`src/rtl/entrada_agua_ctrl_if.sv`:
```
// rtl/entrada_agua_ctrl_if.sv - signal bundle between sequencer, water-inlet controller, valves and level sensor
interface entrada_agua_ctrl_if #(
  parameter int N_VALVES = 2,
  parameter int LEVEL_W  = 8
);
  logic                start;
  logic                abort;
  logic                fault_clr;
  logic [LEVEL_W-1:0]  target_level;
  logic [N_VALVES-1:0] valve_mask;
  logic [LEVEL_W-1:0]  level_sensor;
  logic [N_VALVES-1:0] valve;
  logic                busy;
  logic                done;
  logic                fault;

  modport master (
    output start, abort, fault_clr, target_level, valve_mask, level_sensor,
    input  valve, busy, done, fault
  );

  modport slave (
    input  start, abort, fault_clr, target_level, valve_mask, level_sensor,
    output valve, busy, done, fault
  );
endinterface

```
`src/rtl/entrada_agua_ctrl.sv`:
```
// rtl/entrada_agua_ctrl.sv - N-valve water inlet controller with settle hysteresis, fill timeout and fault
module entrada_agua_ctrl #(
  parameter int N_VALVES       = 2,
  parameter int LEVEL_W        = 8,
  parameter int HYST           = 4,
  parameter int SETTLE_CYCLES  = 16,
  parameter int TIMEOUT_CYCLES = 50000,
  parameter int CNT_W          = 16
) (
  input  logic              clock,
  input  logic              reset,
  entrada_agua_ctrl_if.slave bus
);
  typedef enum logic [2:0] {
    S_IDLE,
    S_FILL,
    S_SETTLE,
    S_DONE,
    S_FAULT
  } state_t;

  localparam logic [LEVEL_W-1:0] HYST_L  = LEVEL_W'(HYST);
  localparam logic [CNT_W-1:0]   TO_LAST = CNT_W'(TIMEOUT_CYCLES - 1);
  localparam logic [CNT_W-1:0]   ST_LAST = CNT_W'(SETTLE_CYCLES - 1);

  state_t              state, state_nx;
  logic [LEVEL_W-1:0]  tgt_q;
  logic [LEVEL_W-1:0]  refill_lvl;
  logic [N_VALVES-1:0] mask_q;
  logic [N_VALVES-1:0] valve_q, valve_nx;
  logic [CNT_W-1:0]    to_cnt, st_cnt;
  logic                busy_q, done_q, fault_q;
  logic                busy_nx, done_nx, fault_nx;
  logic                accept;
  logic                at_level;

  assign accept     = (state == S_IDLE) && bus.start && !bus.abort;
  assign at_level   = bus.level_sensor >= tgt_q;
  // Saturate at zero so a tiny target can never trigger a refill.
  assign refill_lvl = (tgt_q > HYST_L) ? (tgt_q - HYST_L) : '0;

  always_ff @(posedge clock or posedge reset) begin
    if (reset) begin
      state   <= S_IDLE;
      tgt_q   <= '0;
      mask_q  <= '0;
      to_cnt  <= '0;
      st_cnt  <= '0;
      valve_q <= '0;
      busy_q  <= 1'b0;
      done_q  <= 1'b0;
      fault_q <= 1'b0;
    end else begin
      state   <= state_nx;
      valve_q <= valve_nx;
      busy_q  <= busy_nx;
      done_q  <= done_nx;
      fault_q <= fault_nx;
      if (accept) begin
        tgt_q  <= bus.target_level;
        mask_q <= bus.valve_mask;
      end
      // Fill time accumulates across refills; only leaving the operation clears it.
      if (state == S_IDLE || state_nx == S_IDLE) begin
        to_cnt <= '0;
      end else if (state == S_FILL) begin
        to_cnt <= to_cnt + 1'b1;
      end
      if (state == S_SETTLE && state_nx == S_SETTLE) begin
        st_cnt <= st_cnt + 1'b1;
      end else begin
        st_cnt <= '0;
      end
    end
  end

  always_comb begin
    state_nx = state;
    if (bus.abort && state != S_FAULT) begin
      state_nx = S_IDLE;
    end else begin
      case (state)
        S_IDLE: begin
          if (bus.start) begin
            if (bus.valve_mask == '0) begin
              state_nx = S_FAULT;
            end else if (bus.level_sensor >= bus.target_level) begin
              state_nx = S_SETTLE;
            end else begin
              state_nx = S_FILL;
            end
          end
        end
        S_FILL: begin
          if (at_level) begin
            state_nx = S_SETTLE;
          end else if (to_cnt == TO_LAST) begin
            state_nx = S_FAULT;
          end
        end
        S_SETTLE: begin
          if (bus.level_sensor < refill_lvl) begin
            state_nx = S_FILL;
          end else if (st_cnt == ST_LAST) begin
            state_nx = S_DONE;
          end
        end
        S_DONE: begin
          if (!bus.start) begin
            state_nx = S_IDLE;
          end
        end
        S_FAULT: begin
          if (bus.fault_clr && !bus.start) begin
            state_nx = S_IDLE;
          end
        end
        default: state_nx = S_IDLE;
      endcase
    end
  end

  // Outputs decode the next state so they register on the same edge as the state.
  always_comb begin
    valve_nx = '0;
    busy_nx  = 1'b0;
    done_nx  = 1'b0;
    fault_nx = 1'b0;
    case (state_nx)
      S_FILL: begin
        valve_nx = accept ? bus.valve_mask : mask_q;
        busy_nx  = 1'b1;
      end
      S_SETTLE: busy_nx  = 1'b1;
      S_DONE:   done_nx  = 1'b1;
      S_FAULT:  fault_nx = 1'b1;
      default: begin
        valve_nx = '0;
      end
    endcase
  end

  assign bus.valve = valve_q;
  assign bus.busy  = busy_q;
  assign bus.done  = done_q;
  assign bus.fault = fault_q;
endmodule

```
`src/flat_wrapper.sv`:
```
// flat-port wrapper written by rule: the top's interface ports become plain ports
module entrada_agua_ctrl_flat 
#(
  parameter int N_VALVES       = 2,
  parameter int LEVEL_W        = 8,
  parameter int HYST           = 4,
  parameter int SETTLE_CYCLES  = 16,
  parameter int TIMEOUT_CYCLES = 50000,
  parameter int CNT_W          = 16
)
  (clock, reset, bus_start, bus_abort, bus_fault_clr, bus_target_level, bus_valve_mask, bus_level_sensor, bus_valve, bus_busy, bus_done, bus_fault);
  entrada_agua_ctrl_if #(.N_VALVES(N_VALVES), .LEVEL_W(LEVEL_W)) bus_i ();
  input  logic clock;
  input  logic reset;
  input wire logic [$bits(bus_i.start)-1:0] bus_start;
  input wire logic [$bits(bus_i.abort)-1:0] bus_abort;
  input wire logic [$bits(bus_i.fault_clr)-1:0] bus_fault_clr;
  input wire logic [$bits(bus_i.target_level)-1:0] bus_target_level;
  input wire logic [$bits(bus_i.valve_mask)-1:0] bus_valve_mask;
  input wire logic [$bits(bus_i.level_sensor)-1:0] bus_level_sensor;
  output wire logic [$bits(bus_i.valve)-1:0] bus_valve;
  output wire logic [$bits(bus_i.busy)-1:0] bus_busy;
  output wire logic [$bits(bus_i.done)-1:0] bus_done;
  output wire logic [$bits(bus_i.fault)-1:0] bus_fault;
  assign bus_i.start = bus_start;
  assign bus_i.abort = bus_abort;
  assign bus_i.fault_clr = bus_fault_clr;
  assign bus_i.target_level = bus_target_level;
  assign bus_i.valve_mask = bus_valve_mask;
  assign bus_i.level_sensor = bus_level_sensor;
  assign bus_valve = bus_i.valve;
  assign bus_busy = bus_i.busy;
  assign bus_done = bus_i.done;
  assign bus_fault = bus_i.fault;
  entrada_agua_ctrl #(.N_VALVES(N_VALVES), .LEVEL_W(LEVEL_W), .HYST(HYST), .SETTLE_CYCLES(SETTLE_CYCLES), .TIMEOUT_CYCLES(TIMEOUT_CYCLES), .CNT_W(CNT_W)) u_core (.clock(clock), .reset(reset), .bus(bus_i));
endmodule
```
`config.mk`:
```
export PLATFORM = sky130hd
export DESIGN_NAME = entrada_agua_ctrl_flat
export DESIGN_NICKNAME = d
export VERILOG_FILES = /design/src/rtl/entrada_agua_ctrl_if.sv /design/src/rtl/entrada_agua_ctrl.sv /design/src/flat_wrapper.sv
export SDC_FILE = /design/constraint.sdc
export NUM_CORES = 1
export LEC_CHECK = 0
export ABC_CLOCK_PERIOD_IN_PS = 3700
export BUFFER_PORTS_ARGS = -buffer_cell sky130_fd_sc_hd__buf_4
export CORE_AREA = 2 2 78 80
export DETAILED_ROUTE_END_ITERATION = 8
export DIE_AREA = 0 0 80 82
export GPL_TIMING_DRIVEN = 0
export PLACE_DENSITY = 0.79
export SETUP_SLACK_MARGIN = 0.2
export SYNTH_ARGS = -nofsm -noshare
export SYNTH_HDL_FRONTEND = slang
export SYNTH_SLANG_ARGS = --single-unit
```
`constraint.sdc`:
```
create_clock -name clock -period 3.7 [get_ports clock]
set_input_delay 0 -clock clock [delete_from_list [all_inputs] [get_ports clock]]
set_output_delay 0 -clock clock [all_outputs]
set_load 0.02 [all_outputs]
```
* Yosys cells after proc, flatten, opt, wreduce, memory -nomap -nowiden
Cells that the tools add are included.
Cells by class: $lt $le $gt $ge 4, mux-type cells 20, add/sub/neg operators 3, reductions and logical operators 13, equal/unequal tests 11
Operators with widths (count):
- 16-bit 2-to-1 mux | 3
- 16-bit by 1-bit adder with 16-bit output, second input constant | 2
- 3-bit 2-to-1 mux | 9
- 16-bit equality test, second input constant | 1
- 16-bit by 4-bit equality test with 1-bit output, second input constant | 1
- 8-bit >= comparator | 2
- 3-bit one-hot mux with 5 select lines | 1
- 3-bit by 2-bit equality test with 1-bit output, second input constant | 4
- 8-bit by 3-bit > comparator with 1-bit output, second input constant | 1
- 8-bit < comparator | 1
- 8-bit 2-to-1 mux | 1
- 8-bit by 3-bit subtractor with 8-bit output, second input constant | 1
- 3-bit by 1-bit equality test with 1-bit output, second input constant | 2
- 3-bit equality test, second input constant | 2
- 3-bit logical NOT | 2
- 2-bit 2-to-1 mux | 3
- 1-bit logical AND | 5
- 1-bit 2-to-1 mux | 3
- 3-bit inequality test, second input constant | 1
- 1-bit logical NOT | 2
- 2-bit logical NOT | 1
- 2-bit nonzero test | 1
- 2-bit OR reduction | 1
- 1-bit logical OR | 1
Storage, ports and cells: output and inout port bits 5, logic and storage cells 60, register bits 50

* Logic depth before layout (Yosys ltp)
Gate-level depths: netlist of the first run.
depth after elaboration 9, depth in mapped cells 15, gate-level depth less buffers 13

* Least setup slack after synthesis of the first run
OpenSTA, ideal clock, no wires.
kind register to register, start reg u_core.tgt_q[2], end reg u_core.to_cnt[0], stages on the path, launching flop included 13, data required time 3.559 ns, period minus slack after synthesis 3.125 ns, data arrival time 2.983 ns, path slack 0.575 ns, setup time 0.141 ns, cells stage by stage dfrtp_1 ha_1 and3_1 o21ai_0 nand2_1 ha_1 a2111oi_0 o21ai_1 and4_4 a211oi_4 nor3b_2 buf_4 nor3_1
Between the ends: longest elaborated chain between the ends 9
RTL lines:
- start, declared | line entrada_agua_ctrl.sv:27 | logic [LEVEL_W-1:0] tgt_q;
- start signal, assigned | line entrada_agua_ctrl.sv:60 | tgt_q <= bus.target_level;
- 8-bit by 3-bit subtractor with 8-bit output / 8-bit by 3-bit > comparator with 1-bit output (equally long branches) | line entrada_agua_ctrl.sv:40 | assign refill_lvl = (tgt_q > HYST_L) ? (tgt_q - HYST_L) : '0;
- 8-bit 2-to-1 mux | line entrada_agua_ctrl.sv:40
- 8-bit < comparator | line entrada_agua_ctrl.sv:102 | if (bus.level_sensor < refill_lvl) begin
- 3-bit 2-to-1 mux | line entrada_agua_ctrl.sv:102
- 3-bit one-hot mux with 5 select lines * | line entrada_agua_ctrl.sv:82 | case (state)
- 3-bit 2-to-1 mux * | line entrada_agua_ctrl.sv:79 | if (bus.abort && state != S_FAULT) begin
- 3-bit logical NOT * | line entrada_agua_ctrl.sv:64 | if (state == S_IDLE || state_nx == S_IDLE) begin
- 1-bit logical OR * | line entrada_agua_ctrl.sv:64
- 16-bit 2-to-1 mux / 2-bit nonzero test (equally long branches)
- end signal, assigned | line entrada_agua_ctrl.sv:67 | to_cnt <= to_cnt + 1'b1;
- end, declared | line entrada_agua_ctrl.sv:31 | logic [CNT_W-1:0] to_cnt, st_cnt;
Every way passes the cells marked *; elsewhere a longest branch is shown, timed or not. A chain may end at the register's enable or synchronous reset.

* Worst setup path after layout of the first run
start reg u_core.tgt_q[3], end reg u_core.to_cnt[14]
The elaborated chain is that of the path after synthesis.

==> run_results.csv, run 1 <==
group,metric,value,unit
drt,drt_first_pass_iters,4,
grt,gr-usage-met1,0.276,
grt,grt_max_degree,39,
timing,hold_slack,-7.91,ps
yosys,ys.flop_type,"dfrtp_1",
clock_tree,path_clk_slew,90,ps
setup_path,path_max_fanout,6,
placement,placed_cell_area,3390,sq um
timing,tightest_slew,783,ps
floorplanning,ios,28,
floorplanning,fp.coreArea,5750,sq um
clock_tree,clock_sinks,50,
yosys,yosysSeqAreaShare,0.407,
timing,max_freq,305,MHz
grt,use_met2,0.354,
grt,first_global_vias,2471,
clock_tree,cts_tree,"yes",
drt,ant_nets,0,
final_layout,multi_input_comb_area,1700,sq um
final_layout,fin_util,0.626,
floorplanning,die_w,80,microns
setup_path,endpoint_kind,"flop",
clock_tree,clk_latency,300,ps
yosys,synth_edf_count,0,
setup_path,crit_slowest_cell,"a2111oi_1",
clock_tree,numCtsBuffers,5,
yosys,synthArstFlopShare,1.00,
placement,io_buffers,27,
yosys,netlist_area,3070,sq um
grt,grt_pass1_wl,10900,microns
floorplanning,start_util,0.535,
drt,drt-total-wl,6410,microns
outcome,violations,"hold timing",
pwr,power.density,523,nW/um^2
setup_path,r2r-end,"u_core.to_cnt[14]",
final_layout,drive_gt1_frac,0.143,
setup_path,ff2ff_path_depth,14,
placement,dpl.hpwl,4870,microns
hold_path,hold_start,"bus_target_level[3]",
setup_path,crit_type,"flop to flop",
setup_path,start_kind,"flop",
pwr,ir_drop,0.285,mV
timing,skew,9.82,ps
clock_tree,clockBufferDepth,2,
drt,vias,2505,
drt,via_per_inst,5.54,
pwr,p_leak,1.64,nW
grt,grt_busiest_layer,"met2",
placement,gp_congestion,0.844,
floorplanning,die_area,6560,sq um
drt,drc,0,
setup_path,slowest_delay,420,ps
timing,final.period_utilization,0.887,
grt,grt.total_usage,0.214,
yosys,synth_fp_nets,381,
hold_path,whs_path_depth,3,
grt,gr-total-overflow,0,
final_layout,n_fill_cell,487,
yosys,synthCells,331,
clock_tree,cts_root_buf,"clkbuf_8",
timing,hold_viol_final,1,
hold_path,hold_path.class,"input port to flop",
flow_run,cap_viol_max_count,0,
timing,period_minus_slack,3280,ps
yosys,yosysTopAreaCell,"dfrtp_1",
final_layout,final_area,3600,sq um
setup_path,reg2reg_setup_slack,420,ps
yosys,synth_seq_cells,50,
setup_path,required,3880,ps
timing,setup_viol,0,
hold_path,min_to,"u_core.tgt_q[3]",
timing,maxSlewViolCount,0,
final_layout,n_antenna_cell,0,
floorplanning,die_h,82,microns
yosys,synth_common_cells,"50 x dfrtp_1, 41 x nor2_1, 27 x ha_1, 27 x nand2_1, 22 x inv_1",
yosys,synth.most_common_cell,"dfrtp_1",
yosys,ys_warn_count,0,
yosys,synth_top_cell_area_share,0.407,
outcome,outcome,"finished, violations left",
setup_path,r2r_start,"u_core.tgt_q[3]",
drt,drt_first_iter_violations,143,
yosys,yosysUniqueCellTypes,46,
floorplanning,std_cell_rows,28,
clock_tree,htreeDepth,2,
final_layout,register_area,1250,sq um
setup_path,cp.arrival,3460,ps
grt,met3_usage,0.0440,
grt,antenna_found_initial,0,
setup_path,timing.critical_path.from,"u_core.tgt_q[3]",
timing,slew-limit-headroom,0.477,
timing,rsz0062_at_grt,"false",
setup_path,path_cells,"inv_1 -> ha_1 -> and3_1 -> o21ai_2 -> nand2_1 -> ha_1 -> a2111oi_1 -> o21ai_1 -> and4_4 -> a211oi_4 -> nor3b_4 -> buf_4 -> buf_4 -> nor3_1",
yosys,synth_area_per_cell,9.28,sq um
final_layout,area_growth,17.1,%
final_layout,final_net_count,426,
drt,wl_per_cell,14.2,microns
yosys,synth_area_leaders,"dfrtp_1 41%, ha_1 11%, nor2_1 5.0%",
==> logic make-up (layout without fill, tap and decap cells) <==
logic type      after synthesis  in the layout  share of synthesized area
mux                           3              3                     0.0110
flops                        50             50                      0.407
compound gates               40             40                     0.0884
xor+xnor                     31             31                     0.0884
simple gates                149            149                      0.253
buf+inv                      31             77                     0.0420
fa+ha+maj                    27             27                      0.110
==> per-layer routing <==
layer  share of wire  up-vias
met5               0        -
li1                -     1239
met1            0.46     1209
met4           0.018        0
met2            0.50       46
met3           0.031       11
==> power breakdown <==
part	internal (mW)	switching, mW
combinational	0.358	0.467
sequential	0.617	0.0614
clock	0.202	0.176
total	1.18	0.704
==> flip-flops by register name, summed over array words and instances (netlist names), 2 cells and up <==
register / cells
u_core.bus.valve: 2
u_core.mask_q: 2
u_core.st_cnt: 16
u_core.state: 3
u_core.tgt_q: 8
u_core.to_cnt: 16
==> layout by cell type, fill, tap and decap left out, drive strengths merged, types with 7 or more instances in the layout <==
cell         count
xnor2           15
dfrtp           50
nor2            41
ha              27
nand4           10
a21oi            8
dlygate4sd3      7
nand3           13
inv             22
nand2           27
nor3            18
clkbuf          13
xor2            16
buf             34
o21ai           15
and3            10
==> worst max-delay path by stage <==
| stage | cells past startpoint | endpoint |
|---|---|---|
| 2_1_floorplan | 12 | u_core.to_cnt[0] |
| 3_3_place_gp | 13 | u_core.to_cnt[8] |
| 3_5_place_dp | 13 | u_core.to_cnt[6] |
| 4_1_cts | 13 | u_core.to_cnt[6] |
| 5_1_grt | 14 | u_core.to_cnt[10] |
| 6_report | 14 | u_core.to_cnt[14] |
==> final cells by class <==
class / count / area share
flip-flops and latches: 50 / 0.348
clock inverters: 1 / 0.00834
clock buffers: 7 / 0.0212
multi-input cells: 250 / 0.473
inverters: 22 / 0.0229
well taps: 75 / 0.0261
repair buffers: 38 / 0.0876
plain buffers: 9 / 0.0129
==> critical path: cells and delay by family (launching register included) <==
family	cells	cell delay, ps
AOI/OAI and AO/OA	4	1160
adders and majority gates	2	390
buffers and inverters	3	370
DFF	1	390
and+or+nand+nor	5	850
==> per-stage QoR <==
step	TNS, ps	setup WS (ps)	power, mW	hold slack [ps]	std cells
finish	0	417	1.88	-7.91	452
global route	0	214	2.02	10.3	452
CTS	0	226	1.84	0.311	449
detailed placement	-1690	-178	1.45	-31.6	434
global placement	0	74.9	1.40	251	433
floorplan	0	575	1.23	151	331
==> timing repair <==
action,4_1_cts,5_1_grt
buffers inserted,0,3
hold endpoints to repair,56,0
endpoints found under the setup margin,25,16
gates resized for setup,3,1
hold buffers,7,0
Power figures use the tool's default switching activity.
==> inputs of run 2 (changes only) <==
--- a/config.mk
+++ b/config.mk
@@ -8,6 +8,7 @@
 export ABC_CLOCK_PERIOD_IN_PS = 3700
 export BUFFER_PORTS_ARGS = -buffer_cell sky130_fd_sc_hd__buf_4
 export CORE_AREA = 2 2 78 80
+export CTS_BUF_LIST = sky130_fd_sc_hd__clkbuf_16
 export DETAILED_ROUTE_END_ITERATION = 8
 export DIE_AREA = 0 0 80 82
 export GPL_TIMING_DRIVEN = 0
==> run 2 against run 1 <==
Compared with the run above:
- the flow now finishes without violations
- clock power grew 33%
- setup slack got worse by 15 ps
- first-iteration DRC count is 5.6% lower
- sequential share of layout area decreased by 0.25 points
- sequential power is essentially flat
- cell count fell by 0.66%
- worst hold slack improved by 20 ps
==> run_results.csv, run 2 (synthesis results as in run 1) <==
group,metric,value,unit
final_layout,n_antenna_cell,0,
setup_path,path_max_fanout,6,
floorplanning,ios,28,
final_layout,fin_util,0.631,
final_layout,area_growth,18.0,%
pwr,p_leak,1.67,nW
final_layout,reg_top3,"u_core.st_cnt (16), u_core.to_cnt (16), u_core.tgt_q (8)",
timing,final.period_utilization,0.891,
setup_path,cp.arrival,3450,ps
drt,vias,2504,
timing,setup_ws,402,ps
drt,drt-total-wl,6480,microns
clock_tree,cts_root_buf,"clkbuf_16",
timing,maxSlewViolCount,0,
grt,first_global_vias,2428,
floorplanning,std_cell_rows,28,
setup_path,cp_top_family,"compound AO/OA/AOI/OAI gates",
outcome,outcome,"finished, final reports clean",
flow_run,cap_viol_max_count,0,
timing,slew-limit-headroom,0.459,
clock_tree,clock_sinks,50,
grt,antenna_found_initial,0,
final_layout,drive_gt1_frac,0.144,
setup_path,crit_slowest_cell,"a2111oi_1",
clock_tree,htreeDepth,2,
grt,grt_pass1_wl,10900,microns
drt,ant_nets,0,
final_layout,final_area,3620,sq um
clock_tree,path_clk_slew,60,ps
setup_path,slowest_delay,420,ps
timing,max_freq,303,MHz
setup_path,endpoint_kind,"flop",
final_layout,n_fill_cell,486,
setup_path,required,3850,ps
drt,drt_first_pass_iters,4,
floorplanning,start_util,0.535,
setup_path,worst-path-buf-inv,3,
placement,gp_congestion,0.844,
pwr,power.density,553,nW/um^2
placement,dpl.hpwl,4870,microns
setup_path,path_cells,"inv_1 -> ha_1 -> and3_1 -> o21ai_2 -> nand2_1 -> ha_1 -> a2111oi_1 -> o21ai_1 -> and4_4 -> a211oi_4 -> nor3b_4 -> buf_4 -> buf_4 -> nor3_1",
hold_path,hold_path.class,"input port to flop",
grt,grt.total_usage,0.214,
setup_path,start_kind,"flop",
grt,gr-total-overflow,0,
timing,hold_viol_final,0,
floorplanning,die_w,80,microns
final_layout,final_common_cell,"dfrtp_1",
setup_path,reg2reg_setup_slack,400,ps
placement,io_buffers,27,
timing,rsz0062_at_grt,"false",
timing,tightest_slew,810,ps
clock_tree,numCtsBuffers,5,
grt,grt_max_degree,39,
clock_tree,clk_latency,290,ps
final_layout,final_net_count,423,
timing,skew,7.11,ps
drt,wl_per_cell,14.4,microns
setup_path,crit_type,"flop to flop",
clock_tree,cts_tree,"yes",
pwr,power.total,2.00,mW
clock_tree,clockBufferDepth,2,
placement,placed_cell_area,3390,sq um
drt,via_per_inst,5.58,
final_layout,final_cell_mix,"50 x dfrtp_1, 41 x nor2_1, 31 x buf_4",
floorplanning,die_h,82,microns
timing,setup_viol,0,
drt,drc,0,
drt,drt_first_iter_violations,135,
placement,dp_slack,-178,ps
timing,fin_tns_setup,0,ps
pwr,ir_drop,0.273,mV
floorplanning,fp.coreArea,5750,sq um
floorplanning,die_area,6560,sq um
timing,period_minus_slack,3300,ps
[run 2: cell count changes in the layout (fill, tap and decap cells not counted)]
cell,delta
clkbuf_1,-2
clkbuf_8,-5
clkbuf_16,+5
inv_1,+2
dlygate4sd3_1,-3
[run 2: final cells by class]
type                    count  area (sq um)  area share
clock inverters             3          37.5      0.0104
inverters                  22          82.6      0.0228
multi-input cells         250          1700       0.470
clock buffers               5           125      0.0345
repair buffers             35           285      0.0787
flip-flops and latches     50          1250       0.345
plain buffers               9          46.3      0.0128
well taps                  75          93.8      0.0259
[run 2: per-stage QoR]
step | hold WS, ps | cells
3_5_place_dp | -31.6 | 434
5_1_grt | 23.8 | 449
2_1_floorplan | 151 | 331
4_1_cts | 13.4 | 446
6_report | 12.0 | 449
3_3_place_gp | 251 | 433
[run 2: layer usage]
metal  GRT usage  part of all wire  vias to the layer above  routed length (microns)
met5           0                 0                        -                        0
met4      0.0712             0.016                        0                      103
met3      0.0374             0.035                        9                      226
met2       0.364              0.51                       51                     3290
met1       0.279              0.44                     1206                     2860
li1            -                 -                     1238                        -
[run 2: worst paths after layout]
| kind | from | to | cells after the start |
|---|---|---|---|
| setup / recovery | u_core.tgt_q[3] | u_core.to_cnt[14] | 14 |
| hold / removal | bus_target_level[6] | u_core.tgt_q[6] | 3 |
| setup reg to reg | u_core.tgt_q[3] | u_core.to_cnt[14] | 14 |
| hold reg to reg | u_core.st_cnt[0] | u_core.st_cnt[0] | 1 |
| max in group asynchronous | reset | u_core.st_cnt[15] | 4 |
| min in group asynchronous | reset | u_core.st_cnt[3] | 3 |
[run 2: where the power goes]
| group | total (mW) | switching, mW | internal (mW) |
|---|---|---|---|
| logic | 0.822 | 0.467 | 0.356 |
| registers | 0.679 | 0.0609 | 0.618 |
| clock network | 0.502 | 0.188 | 0.314 |
| total | 2.00 | 0.716 | 1.29 |
[run 2: timing repair]
item / in CTS / in global routing
hold buffers: 4 / 0
resized for setup: 3 / 1
endpoints found under the hold margin: 53 / 0
setup buffers: 0 / 3
endpoints found under the setup margin: 24 / 16
[run 2: tightest hold or removal path, stage by stage]
cell and delay [ps]:
buf_4 80, inv_1 50, o21ai_0 140
==> inputs of run 3 (changes only) <==
--- a/config.mk
+++ b/config.mk
@@ -5,14 +5,15 @@
 export SDC_FILE = /design/constraint.sdc
 export NUM_CORES = 1
 export LEC_CHECK = 0
+export ABC_AREA = 1
 export ABC_CLOCK_PERIOD_IN_PS = 3700
-export BUFFER_PORTS_ARGS = -buffer_cell sky130_fd_sc_hd__buf_4
-export CORE_AREA = 2 2 78 80
+export BUFFER_PORTS_ARGS = -buffer_cell sky130_fd_sc_hd__buf_2
+export CORE_AREA = 2 2 80 82
 export CTS_BUF_LIST = sky130_fd_sc_hd__clkbuf_16
 export DETAILED_ROUTE_END_ITERATION = 8
-export DIE_AREA = 0 0 80 82
-export GPL_TIMING_DRIVEN = 0
-export PLACE_DENSITY = 0.79
+export DIE_AREA = 0 0 82 84
+export GPL_TIMING_DRIVEN = 1
+export PLACE_DENSITY = 0.8
 export SETUP_SLACK_MARGIN = 0.2
 export SYNTH_ARGS = -nofsm -noshare
 export SYNTH_HDL_FRONTEND = slang
==> run 3 against run 2 <==
Compared with the run above:
- total power shrank 2.7%
- clock power shrank 15%
- first-iteration DRC count shrank 24%
- highest routed layer unchanged
- the run now ends with hold timing left
- routed wire length shrank 1.6%
- global-route usage shrank 1.3 points
- critical path type unchanged
- combinational power grew 0.9%
- area after synthesis grew 6.2%
- sequential share of layout area is essentially flat
- cell count grew 14%
- largest cell class unchanged
==> run_results.csv, run 3 <==
group,metric,value,unit
yosys,synth_top_cell_area_share,0.384,
final_layout,drive_gt1_frac,0.171,
yosys,ys.flop_type,"dfrtp_1",
clock_tree,cts_root_buf,"clkbuf_16",
yosys,yosysSeqAreaShare,0.384,
drt,wl_per_cell,12.5,microns
setup_path,required,3860,ps
yosys,yosysTopAreaCell,"dfrtp_1",
drt,drc,0,
drt,ant_nets,0,
drt,met3_length,163,microns
floorplanning,start_util,0.535,
clock_tree,ctsResizeCount,0,
clock_tree,numCtsBuffers,5,
yosys,synth_compound_area_frac,0.0625,
timing,fin_tns_setup,0,ps
yosys,ys_warn_count,0,
setup_path,cp.arrival,2860,ps
timing,hold_slack,-27.2,ps
final_layout,n_antenna_cell,0,
clock_tree,cts_hold_buf,4,
outcome,outcome,"finished, violations left",
pwr,p_leak,1.84,nW
grt,antenna_found_initial,0,
clock_tree,post_cts_buffers,0,
clock_tree,path_clk_slew,60,ps
yosys,synthArstFlopShare,1.00,
clock_tree,htreeDepth,2,
setup_path,crit_slowest_cell,"dfrtp_1",
final_layout,area_growth,11.2,%
drt,vias,2620,
outcome,violations,"hold timing",
timing,skew,5.51,ps
setup_path,path_max_fanout,16,
placement,gp_congestion,0.835,
timing,period_minus_slack,2700,ps
final_layout,n_fill_cell,567,
pwr,power.density,537,nW/um^2
grt,gr-total-overflow,0,
placement,dpl.hpwl,4730,microns
timing,slew-limit-headroom,0.308,
drt,via_per_inst,5.13,
timing,rsz0062_at_grt,"false",
drt,dr_wl_met2,3220,microns
floorplanning,ios,28,
timing,max_freq,370,MHz
yosys,synth_area_leaders,"dfrtp_1 38%, ha_1 10%, nand2_1 9.0%",
setup_path,reg2reg_setup_slack,1000,ps
grt,first_global_vias,2581,
placement,dp.cells,500,
floorplanning,fp.coreArea,6100,sq um
setup_path,endpoint_kind,"flop",
grt,grt.total_usage,0.201,
clock_tree,clk_latency,280,ps
timing,final.period_utilization,0.730,
drt,wirelength_met1,2870,microns
yosys,synth_fa_ha_area_frac,0.104,
setup_path,crit_type,"flop to flop",
clock_tree,clockBufferDepth,2,
floorplanning,die_area,6890,sq um
timing,maxSlewViolCount,0,
yosys,synth_xor_area_frac,0.0564,
pwr,power.total,1.95,mW
drt,top_layer_used,"met4",
yosys,yosysUniqueCellTypes,32,
setup_path,start_kind,"flop",
drt,drt_first_iter_violations,103,
yosys,netlist_area,3260,sq um
final_layout,reg_top3,"u_core.st_cnt (16), u_core.to_cnt (16), u_core.tgt_q (8)",
yosys,synthCells,400,
yosys,synth_area_per_cell,8.15,sq um
final_layout,fin_cells,511,
yosys,synth-simple-area-share,0.303,
timing,setup_viol,0,
yosys,synth.most_common_cell,"nand2_1",
clock_tree,clock_sinks,50,
timing,tightest_slew,1040,ps
placement,io_buffers,27,
flow_run,cap_viol_max_count,0,
final_layout,final_net_count,484,
final_layout,final_common_cell,"nand2_1",
yosys,synth_top_family_by_area,"simple AND/OR/NAND/NOR gates",
floorplanning,die_w,82,microns
clock_tree,cts_tree,"yes",
drt,drt-total-wl,6380,microns
final_layout,final_cell_mix,"78 x nand2_1, 63 x inv_1, 50 x dfrtp_1",
yosys,synth_fp_nets,450,
pwr,ir_drop,0.334,mV
yosys,synth_mux_area_frac,0,
yosys,synth_common_cells,"78 x nand2_1, 62 x inv_1, 50 x dfrtp_1",
setup_path,slowest_delay,370,ps
setup_path,path_cells,"inv_1 -> ha_1 -> inv_1 -> nand2_1 -> nand2_4 -> nand3_1 -> ha_1 -> a21oi_1 -> nor2_1 -> a211oi_1 -> nand2_1 -> nand2_1 -> nand2_1 -> nand2_2 -> nand2_4 -> nand3_4 -> nor2_1",
timing,hold_viol_final,50,
hold_path,hold_path.class,"input port to asynchronous set/reset pin",
floorplanning,std_cell_rows,29,
yosys,synth_seq_cells,50,
grt,grt_pass1_wl,10800,microns
drt,drt_first_pass_iters,4,
floorplanning,die_h,84,microns
setup_path,crit_path_frequent_cell,"nand2_1",
grt,grt_max_degree,51,
yosys,synth_edf_count,0,
run 3: cell count changes after synthesis, moves of 6 or more:
cell | before | now
nor2_2 | 0 | 11
nor2_4 | 0 | 11
nand3_1 | 12 | 20
nor2b_1 | 6 | 0
xnor2_1 | 15 | 5
o21ai_0 | 14 | 20
nand2_1 | 27 | 78
inv_1 | 22 | 62
and3_1 | 10 | 0
nor3_1 | 18 | 7
run 3: routing by layer:
layer,vias up,track usage
li1,1330,-
met1,1249,0.248
met2,26,0.347
met3,15,0.0368
met4,0,0.0697
met5,-,0
run 3: worst paths after layout:
| check | from | endpoint | depth (start not counted) |
|---|---|---|---|
| worst min-delay path | reset | u_core.st_cnt[11] | 2 |
| worst max register to register | u_core.tgt_q[2] | u_core.st_cnt[15] | 17 |
| worst max-delay path | u_core.tgt_q[2] | u_core.st_cnt[15] | 17 |
| worst min register to register | u_core.st_cnt[0] | u_core.st_cnt[0] | 1 |
| min in group clock | bus_target_level[6] | u_core.tgt_q[6] | 3 |
| max in group asynchronous | reset | u_core.st_cnt[0] | 2 |
run 3: layout make-up:
| type | instances | area (sq um) | area share |
|---|---|---|---|
| clock buffers | 5 | 125 | 0.0345 |
| inverters | 68 | 258 | 0.0711 |
| repair buffers | 31 | 175 | 0.0483 |
| well taps | 77 | 96.3 | 0.0266 |
| multi-input cells | 278 | 1710 | 0.472 |
| flip-flops and latches | 50 | 1250 | 0.345 |
| clock inverters | 2 | 7.51 | 0.00207 |
run 3: report_power, final:
| part | internal [mW] | total [mW] | leakage (nW) | switching [mW] |
|---|---|---|---|---|
| Clock | 0.242 | 0.427 | 0.0723 | 0.185 |
| Combinational | 0.296 | 0.829 | 1.09 | 0.533 |
| Sequential | 0.626 | 0.693 | 0.675 | 0.0673 |
| Total | 1.16 | 1.95 | 1.84 | 0.785 |
run 3: cell families after synthesis:
| kind of cell | Yosys count |
|---|---|
| flip-flops | 50 |
| adder cells (fa/ha/maj) | 27 |
| AND/OR/NAND/NOR | 192 |
| buffers and inverters | 72 |
| AO/OA/AOI/OAI | 38 |
| XOR/XNOR | 21 |
run 3: metrics by stage:
step           setup WS [ps]  cell area [sq um]  utilization
2_1_floorplan           1320               3260            -
3_3_place_gp            1150               3450        0.567
3_5_place_dp            1010               3450        0.567
4_1_cts                  988               3630        0.595
5_1_grt                  725               3630        0.595
6_report                 998               3630        0.595
run 3: critical path: cells and delay by family (launching register included):
kind	cells	cell delay, ps
buffers and inverters	2	200
flip-flops	1	370
AND/OR/NAND/NOR	11	1160
adder cells (fa/ha/maj)	2	520
AO/OA/AOI/OAI	2	330
